$ cat src/rtl/dmem_lsu_pkg.sv
// Shared encodings for the MEM-stage load/store unit: funct3 widths, fault causes, FSM states.
package dmem_lsu_pkg;

    localparam logic [2:0] F3_B  = 3'b000;
    localparam logic [2:0] F3_H  = 3'b001;
    localparam logic [2:0] F3_W  = 3'b010;
    localparam logic [2:0] F3_BU = 3'b100;
    localparam logic [2:0] F3_HU = 3'b101;

    localparam logic [1:0] FC_MISALIGN = 2'b01;
    localparam logic [1:0] FC_TIMEOUT  = 2'b10;
    localparam logic [1:0] FC_ILLEGAL  = 2'b11;

    typedef enum logic [1:0] {
        S_IDLE     = 2'd0,
        S_WAIT_GNT = 2'd1,
        S_WAIT_RSP = 2'd2,
        S_DONE     = 2'd3
    } lsuState_t;

    function automatic logic f3Legal(input logic isStore, input logic [2:0] f3);
        if (isStore)
            return (f3 == F3_B) || (f3 == F3_H) || (f3 == F3_W);
        return (f3 == F3_B) || (f3 == F3_H) || (f3 == F3_W) || (f3 == F3_BU) || (f3 == F3_HU);
    endfunction

    // f3[1:0] encodes the access size for every legal code
    function automatic logic isMisaligned(input logic [2:0] f3, input logic [1:0] off);
        case (f3[1:0])
            2'b01:   return off[0];
            2'b10:   return off != 2'b00;
            default: return 1'b0;
        endcase
    endfunction

endpackage

$ cat src/rtl/lsu_align.sv
// Byte-lane steering for the LSU: store enables/replicated data out, load lane select and extension in.
// Purely combinational, zero latency; carries no flow control of its own.
module lsu_align
    import dmem_lsu_pkg::*;
(
    input  logic [2:0]  stF3,
    input  logic [1:0]  stOff,
    input  logic [31:0] stData,
    output logic [3:0]  stBe,
    output logic [31:0] stWdata,
    input  logic [2:0]  ldF3,
    input  logic [1:0]  ldOff,
    input  logic [31:0] ldRaw,
    output logic [31:0] ldData
);

    logic [7:0]  ldByte;
    logic [15:0] ldHalf;

    always_comb begin
        stBe    = 4'b1111;
        stWdata = stData;
        case (stF3[1:0])
            2'b00: begin
                stBe    = 4'b0001 << stOff;
                stWdata = {4{stData[7:0]}};
            end
            2'b01: begin
                stBe    = stOff[1] ? 4'b1100 : 4'b0011;
                stWdata = {2{stData[15:0]}};
            end
            default: ;
        endcase
    end

    assign ldByte = ldRaw[{ldOff, 3'b000} +: 8];
    assign ldHalf = ldOff[1] ? ldRaw[31:16] : ldRaw[15:0];

    always_comb begin
        case (ldF3)
            F3_B:    ldData = {{24{ldByte[7]}}, ldByte};
            F3_H:    ldData = {{16{ldHalf[15]}}, ldHalf};
            F3_BU:   ldData = {24'd0, ldByte};
            F3_HU:   ldData = {16'd0, ldHalf};
            default: ldData = ldRaw;
        endcase
    end

endmodule

$ cat src/rtl/dmem_lsu.sv
// MEM-stage load/store unit: req/gnt/rvalid bus master with stall, alignment and timeout faults.
// Zero-wait load stalls 3 cycles, store 2; stall holds the pipeline while the bus withholds gnt/rvalid.
module dmem_lsu
    import dmem_lsu_pkg::*;
#(
    parameter int unsigned TIMEOUT_CYCLES = 255,
    parameter logic [31:0] ERR_DATA       = 32'hDEADBEEF
) (
    input  logic        clk,
    input  logic        reset,
    input  logic [31:0] mem_addr,
    input  logic [31:0] mem_wdata,
    input  logic        mem_we,
    input  logic        mem_re,
    input  logic [2:0]  funct3,
    output logic [31:0] mem_rdata,
    output logic        stall,
    output logic        fault,
    output logic [1:0]  fault_cause,
    output logic        bus_req,
    output logic        bus_we,
    output logic [31:0] bus_addr,
    output logic [3:0]  bus_be,
    output logic [31:0] bus_wdata,
    input  logic        bus_gnt,
    input  logic        bus_rvalid,
    input  logic [31:0] bus_rdata
);

    lsuState_t   state;
    logic [15:0] tmoCnt;
    logic        tmoHit;
    logic        isLoadQ;
    logic [2:0]  f3Q;
    logic [1:0]  offQ;
    logic [31:0] rdataQ;

    logic        access, legal, misaligned, startOk, badReq, tmoExpire;
    logic [3:0]  laneBe;
    logic [31:0] laneWdata, loadExt;

    assign access     = mem_we | mem_re;
    assign legal      = f3Legal(mem_we, funct3);
    assign misaligned = isMisaligned(funct3, mem_addr[1:0]);
    assign startOk    = access & legal & ~misaligned;
    assign badReq     = access & ~startOk;
    assign tmoExpire  = (tmoCnt == 16'(TIMEOUT_CYCLES - 1));

    lsu_align uAlign (
        .stF3    (funct3),
        .stOff   (mem_addr[1:0]),
        .stData  (mem_wdata),
        .stBe    (laneBe),
        .stWdata (laneWdata),
        .ldF3    (f3Q),
        .ldOff   (offQ),
        .ldRaw   (rdataQ),
        .ldData  (loadExt)
    );

    always_ff @(posedge clk or negedge reset) begin
        if (!reset) begin
            state     <= S_IDLE;
            tmoCnt    <= '0;
            tmoHit    <= 1'b0;
            isLoadQ   <= 1'b0;
            f3Q       <= '0;
            offQ      <= '0;
            rdataQ    <= '0;
            bus_req   <= 1'b0;
            bus_we    <= 1'b0;
            bus_addr  <= '0;
            bus_be    <= '0;
            bus_wdata <= '0;
        end else begin
            case (state)
                S_IDLE: begin
                    tmoCnt <= '0;
                    tmoHit <= 1'b0;
                    if (startOk) begin
                        bus_req   <= 1'b1;
                        bus_we    <= mem_we;
                        bus_addr  <= {mem_addr[31:2], 2'b00};
                        bus_be    <= laneBe;
                        bus_wdata <= mem_we ? laneWdata : '0;
                        isLoadQ   <= ~mem_we;
                        f3Q       <= funct3;
                        offQ      <= mem_addr[1:0];
                        rdataQ    <= '0;
                        state     <= S_WAIT_GNT;
                    end
                end
                S_WAIT_GNT: begin
                    tmoCnt <= tmoCnt + 16'd1;
                    if (bus_gnt) begin
                        bus_req <= 1'b0;
                        state   <= isLoadQ ? S_WAIT_RSP : S_DONE;
                    end else if (tmoExpire) begin
                        bus_req <= 1'b0;
                        tmoHit  <= 1'b1;
                        if (isLoadQ)
                            rdataQ <= ERR_DATA;
                        state   <= S_DONE;
                    end
                end
                S_WAIT_RSP: begin
                    tmoCnt <= tmoCnt + 16'd1;
                    if (bus_rvalid) begin
                        rdataQ <= bus_rdata;
                        state  <= S_DONE;
                    end else if (tmoExpire) begin
                        tmoHit <= 1'b1;
                        rdataQ <= ERR_DATA;
                        state  <= S_DONE;
                    end
                end
                S_DONE: begin
                    tmoCnt <= '0;
                    tmoHit <= 1'b0;
                    state  <= S_IDLE;
                end
                default: state <= S_IDLE;
            endcase
        end
    end

    // Gated by reset so stall/fault drop the moment reset asserts, even with an access pending.
    always_comb begin
        stall       = 1'b0;
        fault       = 1'b0;
        fault_cause = 2'b00;
        mem_rdata   = '0;
        if (reset) begin
            case (state)
                S_IDLE: begin
                    stall = startOk;
                    fault = badReq;
                    if (badReq)
                        fault_cause = legal ? FC_MISALIGN : FC_ILLEGAL;
                end
                S_WAIT_GNT, S_WAIT_RSP: stall = 1'b1;
                S_DONE: begin
                    mem_rdata = loadExt;
                    fault     = tmoHit;
                    if (tmoHit)
                        fault_cause = FC_TIMEOUT;
                end
                default: ;
            endcase
        end
    end

endmodule

$ cat config.mk
export PLATFORM = sky130hd
export DESIGN_NAME = dmem_lsu
export DESIGN_NICKNAME = d
export VERILOG_FILES = /design/src/rtl/dmem_lsu_pkg.sv /design/src/rtl/lsu_align.sv /design/src/rtl/dmem_lsu.sv
export SDC_FILE = /design/constraint.sdc
export NUM_CORES = 1
export LEC_CHECK = 0
export ABC_AREA = 1
export BUFFER_PORTS_ARGS = -buffer_cell sky130_fd_sc_hd__buf_2
export CAP_MARGIN = 20
export CORE_MARGIN = 5
export CORE_UTILIZATION = 35
export CTS_BUF_LIST = sky130_fd_sc_hd__clkbuf_8
export DETAILED_ROUTE_END_ITERATION = 6
export GPL_TIMING_DRIVEN = 0
export HOLD_SLACK_MARGIN = 0.15
export PLACE_DENSITY_LB_ADDON = 0.3
export REMOVE_ABC_BUFFERS = 1
export SLEW_MARGIN = 5
export SYNTH_ARGS = -nofsm -noshare
export SYNTH_HDL_FRONTEND = slang
export SYNTH_SLANG_ARGS = --single-unit
$ cat constraint.sdc
create_clock -name clk -period 1.8 [get_ports clk]
set_input_delay 0.09 -clock clk [delete_from_list [all_inputs] [get_ports clk]]
set_output_delay 0.09 -clock clk [all_outputs]
set_load 0.005 [all_outputs]
==> flow_summary.toml <==
[floorplanning]
num_rows = 51
core_region_area_um2 = 19600
dieHeight_um = 152
die_w_um = 152
initial_utilization_pct = 35.8
io_pins = 211
dieArea_um2 = 23000

[global_route]
grt_pass1_vias = 7626
grt_pass1_wl_mm = 38.9
antenna_found_initial = 3
grt_max_degree = 71
grtUsageTotal_pct = 21.6
grt.overflow.total = 0

[sta]
worst_slack_ns = -0.236
hold_viol = 0
finalSetupViolCount = 66
hold_ws_ns = 0.0303
worstMarginPinSlew_ns = 0.799
setup-tns-final_ns = -8.57
slew_headroom_pct = 46.6
fmax_ghz = 0.491
final.min_clock_period_ns = 2.04
finClkSkew_ns = 0.0134
rsz0062_at_grt = "true"
post-route-period-util_pct = 113
slew_violations = 0

[setup_path]
crit_chain = "buf_6 > buf_12 > nand2_1 > inv_1 > a211oi_1 > a211oi_2 > buf_2"
critPathMaxStageDelay_ns = 0.53
critPathArrivalTime_ns = 1.95
cp_slowest_cell = "dfrtp_4"
crit_type = "reg2out"
path_max_fanout = 6
setup.worst_path.end_class = "output port"
crit_buf_inv = 4
cp-start-kind = "register"
path_delay_family = "flip-flops"
worstPathRequired_ns = 1.71

[synth]
synth_top_cell_area_share_pct = 44.6
syn_inst = 1004
synth_area_um2 = 7020
ys.flop_type = "dfrtp_1"
synth_edf_count = 0
async_flop_share_pct = 100
ys_ff_latch = 125
yosysWarnings = 0
ys_types = 38
synth_largest_area_cell = "dfrtp_1"
ys_top_cells_by_area = "dfrtp_1 45%, nand2_1 21%, nor2_1 6.7%"
avgSynthCellArea_um2 = 6.99
seq_area_frac_synth_pct = 44.6

[cells_and_area]
layout_common_cells = "341 x nand2_1, 205 x buf_2, 121 x dfrtp_1"
area_growth_pct = 59.7
layout.cells.non_filler = 1646
mostFrequentLayoutCell = "nand2_1"
drive_above_1_share_pct = 31.8
final_nets = 1480

[placement]
post-place-ws_ns = -2.07
portBuffers = 208
placedCellCount = 1433
dp_hpwl_mm = 14.5
gp_congestion = 0.806

[routing]
vias = 8019
wl_per_cell_um = 16.0
vias_per_cell = 4.87
drtPass1Iterations = 5
ant_nets = 0
first_iter_violations = 490
routed_wl_mm = 26.4
drc = 0

[cts]
cts_buffer_depth = 2
cts_tree = "done"
cts_sinks = 125
cts_root_buf = "clkbuf_8"
cts_max_level = 4
clk_latency_ns = 0.45
cts_buffers = 17
cts_hold_buffers = 109
clk_pin_slew_ns = 0.07

[run_status]
failed_checks = "setup timing"
status = "finished, violations left"

[power_and_ir_drop]
ir_worst_vdd_mv = 0.615
finalPower_mw = 15.6
p_leak_nw = 6.19
p_per_area_nw_per_um2 = 1390

[job]
cap_viol_max_count = 0

[min_path]
hold_class = "in2async"
-- cell usage after synthesis (all sizes together), types with 2 or more instances --
cell,instances
clkinv,2
a21oi,27
o21ai,69
buf,31
or2,4
inv,114
nand4,32
a211oi,11
nand2,385
mux2i,6
o21a,2
nand3,19
nor2,129
clkbuf,18
nor3,8
xor2,2
ha,11
dfrtp,125
-- cell families (layout without fill, tap and decap cells) --
logic type               count (synthesis)  in the layout  synth area share [%]
AND/OR/NAND/NOR                        579            585                  33.3
AO/OA/AOI/OAI                          115            116                  9.24
buffers and inverters                  165            529                  9.79
other                                    1              7                0.0535
adder cells (fa/ha/maj)                 11             11                  1.96
flip-flops                             125            125                  44.6
XOR/XNOR                                 2              2                 0.250
multiplexers                             6              6                 0.856
-- report_power, final --
part | switching, mW | internal [mW] | total, mW
combinational | 5.05 | 3.67 | 8.72
clock | 1.13 | 1.20 | 2.33
sequential | 0.743 | 3.79 | 4.54
total | 6.92 | 8.66 | 15.6
-- metal layers --
metal	part of all wire, %	global-route usage (%)
met1	40	27.0
met2	50	36.2
met3	6.9	4.49
met4	3.1	8.94
met5	0.049	0
-- worst register-to-register path, stage by stage (launching register included) --
cell,delay (ns)
dfrtp_2,0.46
buf_6,0.14
buf_6,0.11
ha_4,0.18
nand2_2,0.08
inv_2,0.05
a211oi_4,0.22
buf_6,0.20
nand3_4,0.20
nand2_2,0.14
nand2_2,0.04
-- area by class of cell --
cell class	instances	area [um2]
diodes	5	12.5
clock buffers	21	289
clock inverters	10	73.8
fillers	1728	8380
inverters	116	477
multi-input cells	722	3850
flip-flops and latches	125	3140
well taps	265	332
repair buffers	380	3020
repair inverters	2	13.8
-- flip-flops by register name, summed over array words and instances, names as in the netlist --
| register | count |
|---|---|
| f3Q | 3 |
| tmoCnt | 16 |
| bus_addr | 30 |
| bus_wdata | 32 |
| isLoadQ | 1 |
| rdataQ | 32 |
| bus_we | 1 |
| state | 2 |
| bus_be | 4 |
| bus_req | 1 |
| offQ | 2 |
| tmoHit | 1 |
-- repair_timing --
item / CTS / global route
endpoints found under the setup margin: 161 / 86
setup buffers: 36 / 19
pin swaps: 24 / 28
endpoints found under the hold margin: 232 / 66
resized for setup: 106 / 99
cloned: 10 / 4
-- final timing paths --
kind,startpoint,endpoint,slack [ns],depth (start not counted)
max in group asynchronous,reset,bus_wdata[1],0.26,7
worst min-delay path,reset,rdataQ[15],0.03,6
worst min register to register,bus_addr[28],bus_addr[28],0.47,2
min in group clk,funct3[0],bus_be[3],0.22,4
worst max-delay path,offQ[1],mem_rdata[1],-0.24,7
worst max register to register,state[0],rdataQ[23],-0.12,10
-- metrics by stage --
stage                     util (%)  cell area, um2
final                         57.2           11200
after global routing          57.2           11200
after CTS                     54.2           10600
after detailed placement      42.1            8250
after global placement        41.6            8140
after floorplan                  -            6770
(Power assumes the default switching activity.)
